File: src/rtl/genevr_reg_pkg.sv
// Shared constants and state encoding for the AXI4-Lite to register-bus master.
package genevr_reg_pkg;

    localparam int DEF_DATA_WIDTH     = 32;
    localparam int DEF_ADDR_WIDTH     = 23;
    localparam int DEF_TIMEOUT_CYCLES = 255;

    localparam logic [1:0]  RESP_OKAY   = 2'b00;
    localparam logic [1:0]  RESP_SLVERR = 2'b10;
    localparam logic [31:0] RD_ERR_DATA = 32'hdead_beef;

    typedef enum logic [1:0] {
        IDLE = 2'd0,
        REQ  = 2'd1,
        WAIT = 2'd2,
        RESP = 2'd3
    } state_t;

endpackage

File: src/rtl/genevr_reg_master.sv
// AXI4-Lite slave that turns one transaction at a time into a req/ack
// register-bus access, with ack timeout and full-strobe enforcement.
//
// state | meaning
// IDLE  | no transaction; registered readies offered the cycle after a valid
// REQ   | single-cycle reg_req_out strobe
// WAIT  | waiting for reg_ack_in, timeout counter running
// RESP  | bvalid/rvalid held until the AXI master takes the response
module genevr_reg_master
    import genevr_reg_pkg::*;
#(
    parameter int AXI_DATA_WIDTH = DEF_DATA_WIDTH,
    parameter int AXI_ADDR_WIDTH = DEF_ADDR_WIDTH,
    parameter int TIMEOUT_CYCLES = DEF_TIMEOUT_CYCLES
) (
    input  logic                        clk,
    input  logic                        reset_n,
    input  logic [AXI_ADDR_WIDTH-1:0]   s_axi_awaddr,
    input  logic                        s_axi_awvalid,
    output logic                        s_axi_awready,
    input  logic [AXI_DATA_WIDTH-1:0]   s_axi_wdata,
    input  logic [AXI_DATA_WIDTH/8-1:0] s_axi_wstrb,
    input  logic                        s_axi_wvalid,
    output logic                        s_axi_wready,
    output logic [1:0]                  s_axi_bresp,
    output logic                        s_axi_bvalid,
    input  logic                        s_axi_bready,
    input  logic [AXI_ADDR_WIDTH-1:0]   s_axi_araddr,
    input  logic                        s_axi_arvalid,
    output logic                        s_axi_arready,
    output logic [AXI_DATA_WIDTH-1:0]   s_axi_rdata,
    output logic [1:0]                  s_axi_rresp,
    output logic                        s_axi_rvalid,
    input  logic                        s_axi_rready,
    output logic                        reg_req_out,
    output logic                        reg_rd_wr_L_out,
    output logic [AXI_ADDR_WIDTH-1:0]   reg_addr_out,
    output logic [AXI_DATA_WIDTH-1:0]   reg_wr_data_out,
    input  logic                        reg_ack_in,
    input  logic [AXI_DATA_WIDTH-1:0]   reg_rd_data_in
);

    localparam int               CNT_W    = $clog2(TIMEOUT_CYCLES + 1);
    localparam logic [CNT_W-1:0] CNT_LAST = CNT_W'(TIMEOUT_CYCLES - 1);

    state_t                    state;
    state_t                    state_next;
    logic                      wr_rdy;
    logic                      rd_rdy;
    logic                      last_rd;
    logic                      is_rd;
    logic [CNT_W-1:0]          cnt;
    logic [1:0]                resp;
    logic [AXI_DATA_WIDTH-1:0] rdata;
    logic [AXI_ADDR_WIDTH-1:0] addr;
    logic [AXI_DATA_WIDTH-1:0] wdata;
    logic                      rd_wr_l;

    logic wr_elig;
    logic rd_elig;
    logic strb_full;
    logic grant_wr;
    logic grant_rd;
    logic take_wr;
    logic take_rd;
    logic start_bus;
    logic ack_done;
    logic to_done;

    assign wr_elig   = s_axi_awvalid & s_axi_wvalid;
    assign rd_elig   = s_axi_arvalid;
    assign strb_full = &s_axi_wstrb;
    assign start_bus = (take_wr & strb_full) | take_rd;

    always_ff @(posedge clk or negedge reset_n) begin
        if (!reset_n) begin
            state <= IDLE;
        end else begin
            state <= state_next;
        end
    end

    // Ready is registered: a grant in one IDLE cycle raises ready in the next,
    // and the handshake in that cycle moves the FSM on.
    always_comb begin
        state_next = state;
        grant_wr   = 1'b0;
        grant_rd   = 1'b0;
        take_wr    = 1'b0;
        take_rd    = 1'b0;
        ack_done   = 1'b0;
        to_done    = 1'b0;
        case (state)
            IDLE: begin
                if (wr_rdy) begin
                    if (wr_elig) begin
                        take_wr    = 1'b1;
                        state_next = strb_full ? REQ : RESP;
                    end
                end else if (rd_rdy) begin
                    if (rd_elig) begin
                        take_rd    = 1'b1;
                        state_next = REQ;
                    end
                end else if (wr_elig && (!rd_elig || last_rd)) begin
                    grant_wr = 1'b1;
                end else if (rd_elig) begin
                    grant_rd = 1'b1;
                end
            end
            REQ: begin
                state_next = WAIT;
            end
            WAIT: begin
                if (reg_ack_in) begin
                    ack_done   = 1'b1;
                    state_next = RESP;
                end else if (cnt == CNT_LAST) begin
                    to_done    = 1'b1;
                    state_next = RESP;
                end
            end
            RESP: begin
                if (is_rd ? s_axi_rready : s_axi_bready) begin
                    state_next = IDLE;
                end
            end
            default: begin
                state_next = IDLE;
            end
        endcase
    end

    always_ff @(posedge clk or negedge reset_n) begin
        if (!reset_n) begin
            wr_rdy  <= 1'b0;
            rd_rdy  <= 1'b0;
            last_rd <= 1'b1;
            is_rd   <= 1'b0;
            cnt     <= '0;
            resp    <= RESP_OKAY;
            rdata   <= '0;
            addr    <= '0;
            wdata   <= '0;
            rd_wr_l <= 1'b0;
        end else begin
            wr_rdy <= grant_wr;
            rd_rdy <= grant_rd;
            if (take_wr) begin
                last_rd <= 1'b0;
                is_rd   <= 1'b0;
                if (strb_full) begin
                    addr    <= s_axi_awaddr;
                    wdata   <= s_axi_wdata;
                    rd_wr_l <= 1'b0;
                end else begin
                    resp <= RESP_SLVERR;
                end
            end
            if (take_rd) begin
                last_rd <= 1'b1;
                is_rd   <= 1'b1;
                addr    <= s_axi_araddr;
                rd_wr_l <= 1'b1;
            end
            if (start_bus) begin
                cnt <= '0;
            end else if (state == WAIT && cnt != CNT_LAST) begin
                cnt <= cnt + CNT_W'(1);
            end
            if (ack_done) begin
                resp <= RESP_OKAY;
                if (is_rd) begin
                    rdata <= reg_rd_data_in;
                end
            end else if (to_done) begin
                resp <= RESP_SLVERR;
                if (is_rd) begin
                    rdata <= AXI_DATA_WIDTH'(RD_ERR_DATA);
                end
            end
        end
    end

    assign s_axi_awready   = wr_rdy;
    assign s_axi_wready    = wr_rdy;
    assign s_axi_arready   = rd_rdy;
    assign s_axi_bvalid    = (state == RESP) & ~is_rd;
    assign s_axi_rvalid    = (state == RESP) & is_rd;
    assign s_axi_bresp     = resp;
    assign s_axi_rresp     = resp;
    assign s_axi_rdata     = rdata;
    assign reg_req_out     = (state == REQ);
    assign reg_rd_wr_L_out = rd_wr_l;
    assign reg_addr_out    = addr;
    assign reg_wr_data_out = wdata;

endmodule

File: config.mk
export PLATFORM = sky130hd
export DESIGN_NAME = genevr_reg_master
export DESIGN_NICKNAME = d
export VERILOG_FILES = /design/src/rtl/genevr_reg_pkg.sv /design/src/rtl/genevr_reg_master.sv
export SDC_FILE = /design/constraint.sdc
export NUM_CORES = 1
export LEC_CHECK = 0
export ABC_AREA = 0
export BUFFER_PORTS_ARGS = -buffer_cell sky130_fd_sc_hd__buf_2
export CAP_MARGIN = 20
export CELL_PAD_IN_SITES_DETAIL_PLACEMENT = 1
export CELL_PAD_IN_SITES_GLOBAL_PLACEMENT = 1
export CORE_MARGIN = 2
export CORE_UTILIZATION = 39
export CTS_BUF_LIST = sky130_fd_sc_hd__clkbuf_2 sky130_fd_sc_hd__clkbuf_4 sky130_fd_sc_hd__clkbuf_8
export DETAILED_ROUTE_END_ITERATION = 10
export GPL_ROUTABILITY_DRIVEN = 0
export PLACE_DENSITY = 0.95
export SLEW_MARGIN = 15
export SYNTH_ARGS = -nofsm -noshare
export SYNTH_HDL_FRONTEND = slang
export SYNTH_SLANG_ARGS = --single-unit
File: constraint.sdc
create_clock -name clk -period 4.9 [get_ports clk]
set_input_delay 0.98 -clock clk [delete_from_list [all_inputs] [get_ports clk]]
set_output_delay 0.98 -clock clk [all_outputs]
set_load 0.005 [all_outputs]
== Word-level counts from Yosys, hierarchy flattened ==
Cells that the tools add are included.
Word-level totals
  register bits after elaboration: 104
  input bits: 122
  logic and storage cells: 95
Cells by class
  add/sub/neg operators: 1
  eq/ne operators: 13
  multiplexer cells: 48
  bitwise logic cells: 6
  reduce and logical (&&, ||, !) cells: 16
Operators with widths (number)
  2-to-1 mux 32 bit: 4
  2-to-1 mux 23 bit: 3
  2-to-1 mux 1 bit: 26
  2-to-1 mux 2 bit: 12
  2-to-1 mux 8 bit: 2
  inequality test 3 bit (second input constant): 4
  AND reduction 5 bit: 2
  adder 8 x 1 -> 8 bit (second input constant): 1
  == test 8 bit (second input constant): 1
  inequality test 8 bit (second input constant): 1
  case mux 2 bit (4 select lines): 1
  nonzero test 2 bit: 4
  inequality test 2 bit (second input constant): 3
  bitwise AND 1 bit: 4
  == test 2 bit (second input constant): 2
  AND reduction 2 bit: 2
  AND reduction 4 bit: 1
  inequality test 3 x 1 -> 1 bit (second input constant): 1
  AND reduction 3 bit: 1
  nonzero test 3 bit: 1
  == test 2 x 1 -> 1 bit (second input constant): 1
  logical AND 1 bit: 2
  zero test 2 bit: 1
  zero test 1 bit: 1
  3 further kinds: 3

== Longest topological paths before layout ==
  word-level depth: 7
  depth in mapped cells: 8
  depth with buffers taken out: 6

== Worst setup path after synthesis ==
OpenSTA, ideal clock, no wires.
  path kind: input to register
  start: input port s_axi_wstrb[2]
  end: register wdata[0] (netlist: reg_wr_data_out[0])
  data arrival time: 1.901 ns
  required time: 4.775 ns
  path slack: 2.874 ns
  stages: 5
  path buffers: 2
  path through: nand4_1 > nor2_2 > buf_6 > buf_6 > mux2_2
Between the ends
  cells in the longest elaborated chain, start to end: 1
Ends and longest elaborated chain
  start: declaration: RTL line genevr_reg_master.sv:22  | input logic [AXI_DATA_WIDTH/8-1:0] s_axi_wstrb,
  AND reduction 5 bit (no source line)
  end signal: assignment: RTL line genevr_reg_master.sv:154  | wdata <= s_axi_wdata;
  end: declaration: RTL line genevr_reg_master.sv:56  | logic [AXI_DATA_WIDTH-1:0] wdata;
Every way passes these cells.
A chain may end at the register's enable or synchronous reset.

== Worst setup path after layout ==
  start: register state[1]
  end: register wdata[28] (netlist: reg_wr_data_out[28])
Between the ends
  cells in the longest elaborated chain, start to end: 3
Ends and longest elaborated chain
  start: declaration: RTL line genevr_reg_master.sv:46  | state_t state;
  start signal: assignment: RTL line genevr_reg_master.sv:79  | state <= state_next;
  zero test 2 bit: RTL line genevr_reg_master.sv:93  | case (state)
  2-to-1 mux 1 bit: RTL line genevr_reg_master.sv:93
  AND reduction 5 bit (no source line)
Every way passes these cells.

==> flow_summary_export.csv <==
group,metric,value,unit
outcome,status,"complete, no violations",
route,drtIter0Drc,138,
grt,track_usage,19.9,%
power_and_ir_drop,sw_frac_of_total,33.0,%
clock_network,clockBufferDepth,2,
timing,finalCritPeriodShare,52.3,%
logic_synthesis,synth.distinct_cells,46,
grt,antenna_found_initial,0,
clock_network,postCtsSetupBuffers,0,
power_and_ir_drop,comb_power_share,32.6,%
setup_path,rrSetupSlack,2.34,ns
route,drc,0,
clock_network,post_cts_resized,0,
place,portBuffers,217,
setup_path,end_kind,"register",
floorplan,die_h,109,um
logic_synthesis,synth_seq_cells,103,
power_and_ir_drop,peakVddDrop,0.218,mV
route,dr.pass1.iters,4,
grt,grt-ovfl-total,0,
timing,max_freq,0.390,GHz
timing,setup_tns,0,ns
power_and_ir_drop,p_per_area,488,nW/um2
power_and_ir_drop,p_switching,0.905,mW
timing,hold_violations,0,
logic_synthesis,syn_area_per_cell,13.8,um2
grt,grt_pass1_wl,18.2,mm
setup_path,critPathMaxFanout,38,
floorplan,die_w,109,um
logic_synthesis,netlist_area,4320,um2
cells_and_area,drive_above_1_share,51.9,%
route,routed_wl,12.1,mm
setup_path,path_class,"reg2reg",
clock_network,postCtsHoldBufs,0,
logic_synthesis,synthTopCellsByArea,"dfrtp_1, mux2_2, a22o_1",
timing,slew_violations,0,
timing,whs,0.477,ns
grt,grt_max_degree,69,
clock_network,clock_latency,0.36,ns
clock_network,cts.htree.levels,3,
logic_synthesis,synth_top_area_share,59.0,%
timing,setup_violations,0,
flow_run,maxCapViolCount,0,
setup_path,required,5.15,ns
logic_synthesis,synth.most_common_cell,"dfrtp_1",
clock_network,cts_root_buffer,"clkbuf_8",
logic_synthesis,synth-seq-area-share,59.6,%
route,wl_per_cell,18.1,um
floorplan,rows,38,
floorplan,ios,220,
logic_synthesis,synth_edf_count,0,
cells_and_area,fill_cells,1231,
cells_and_area,diodes,0,
logic_synthesis,synth-async-reset-ratio,100,%
clock_network,cts_tree,"done",
cells_and_area,nets,653,
logic_synthesis,yosys_warnings,0,
logic_synthesis,synth_commonest_cells,"dfrtp_1, a22o_1, mux2_2",
timing,period_minus_slack,2.56,ns
timing,rsz0062_at_grt,"false",
power_and_ir_drop,p_int,1.84,mW
clock_network,clk_pin_slew_worst_paths,0.09,ns
cells_and_area,area_growth,30.2,%
grt,grt_pass1_vias,3734,
floorplan,die-area,11900,um2
power_and_ir_drop,p_clk_share,18.0,%
timing,finClkSkew,0.0107,ns
logic_synthesis,synth_top_flop_cell,"dfrtp_1",
clock_network,numCtsBuffers,9,
setup_path,cp-start-kind,"register",
route,via_per_inst,5.21,
route,antenna_left,0,
clock_network,cts.sinks,103,
logic_synthesis,syn-instance-count,314,
floorplan,core_area,10800,um2
power_and_ir_drop,seq_power_share,49.4,%
place,hpwl,9.17,mm
power_and_ir_drop,total_leakage_power,3.13,nW
hold_path,worstHoldPathType,"reg2reg",
timing,slew_headroom,34.9,%
timing,tightest_slew,0.973,ns
logic_synthesis,synth_top_area_cell,"dfrtp_1",
route,vias,3488,
setup_path,cp.arrival,2.81,ns
floorplan,start_util,39.9,%
## registers in the layout (all words and copies together) (netlist names)
register	flops
reg_rd_wr_L_out	1
s_axi_rdata	32
cnt	8
s_axi_bresp	1
state	2
last_rd	1
s_axi_awready	1
s_axi_arready	1
reg_addr_out	23
reg_wr_data_out	32
is_rd	1
## logic make-up after synthesis
family	synth area share (%)
DFF	59.6
AOI/OAI and AO/OA	19.1
and+or+nand+nor	5.09
muxes	8.80
buffers and inverters	4.37
adders and majority gates	1.74
xor gates and xnor gates	1.22
other	0.0867
## power by group through the flow
stage / sequential, mW / clock [mW] / combinational (mW)
3_3_place_gp: 1.34 / 0 / 0.847
3_5_place_dp: 1.37 / 0 / 0.900
4_1_cts: 1.36 / 0.516 / 0.911
6_report: 1.36 / 0.493 / 0.895
5_1_grt: 1.39 / 0.544 / 0.988
2_1_floorplan: 1.36 / 0 / 0.451
## per-layer routing
layer	routed length, um	up-vias	part of all wire (%)	GRT usage [%]
li1	-	1586	-	-
met2	6690	131	55	37.4
met4	298	0	2.5	8.32
met3	758	26	6.3	4.74
met5	0	-	0	0
met1	4360	1745	36	21.3
## through the flow
step / instances / power, mW / instance area [um2] / utilization, % / setup slack, ns
2_1_floorplan: 315 / 1.81 / 4330 / - / 2.87
3_3_place_gp: 654 / 2.19 / 5450 / 50.3 / 2.15
3_5_place_dp: 654 / 2.27 / 5450 / 50.3 / 2.05
4_1_cts: 670 / 2.78 / 5630 / 51.9 / 2.34
5_1_grt: 670 / 2.93 / 5630 / 51.9 / 2.18
6_report: 670 / 2.74 / 5630 / 51.9 / 2.34
## cell usage in the layout, fill, tap and decap left out, types with 5 or more instances in the layout
cell type,instances
a21o_1,24
dfrtp_1,102
o22a_1,24
inv_1,5
a22o_1,31
nor2_1,9
ha_1,6
nand2_1,5
buf_2,216
mux2_2,30
clkbuf_8,10
o21ai_0,5
## final timing paths
kind | endpoint | depth (start not counted) | start
setup / recovery | reg_wr_data_out[28] | 6 | state[1]
hold / removal | reg_addr_out[2] | 1 | reg_addr_out[2]
setup reg to reg | reg_wr_data_out[28] | 6 | state[1]
hold reg to reg | reg_addr_out[2] | 1 | reg_addr_out[2]
max in group asynchronous | reg_addr_out[7] | 2 | reset_n
min in group asynchronous | s_axi_rdata[0] | 1 | reset_n
## worst max-delay path: stages, from the launching register on
cell and delay (ns):
dfrtp_1 0.41, inv_1 0.12, ha_1 0.29, nand4_2 0.23, nor2_4 0.48, buf_4 0.50
mux2_2 0.40
## cell type report
| class | instances | area, um2 | share of cell area (%) |
|---|---|---|---|
| clock inverter | 3 | 18.8 | 0.333 |
| tap | 140 | 175 | 3.11 |
| inverter | 5 | 18.8 | 0.333 |
| timing repair buffer | 220 | 1110 | 19.7 |
| sequential | 103 | 2580 | 45.8 |
| multi-input combinational | 186 | 1570 | 27.8 |
| clock buffer | 13 | 160 | 2.85 |
Note: power is estimated with default switching activity, not from simulation.
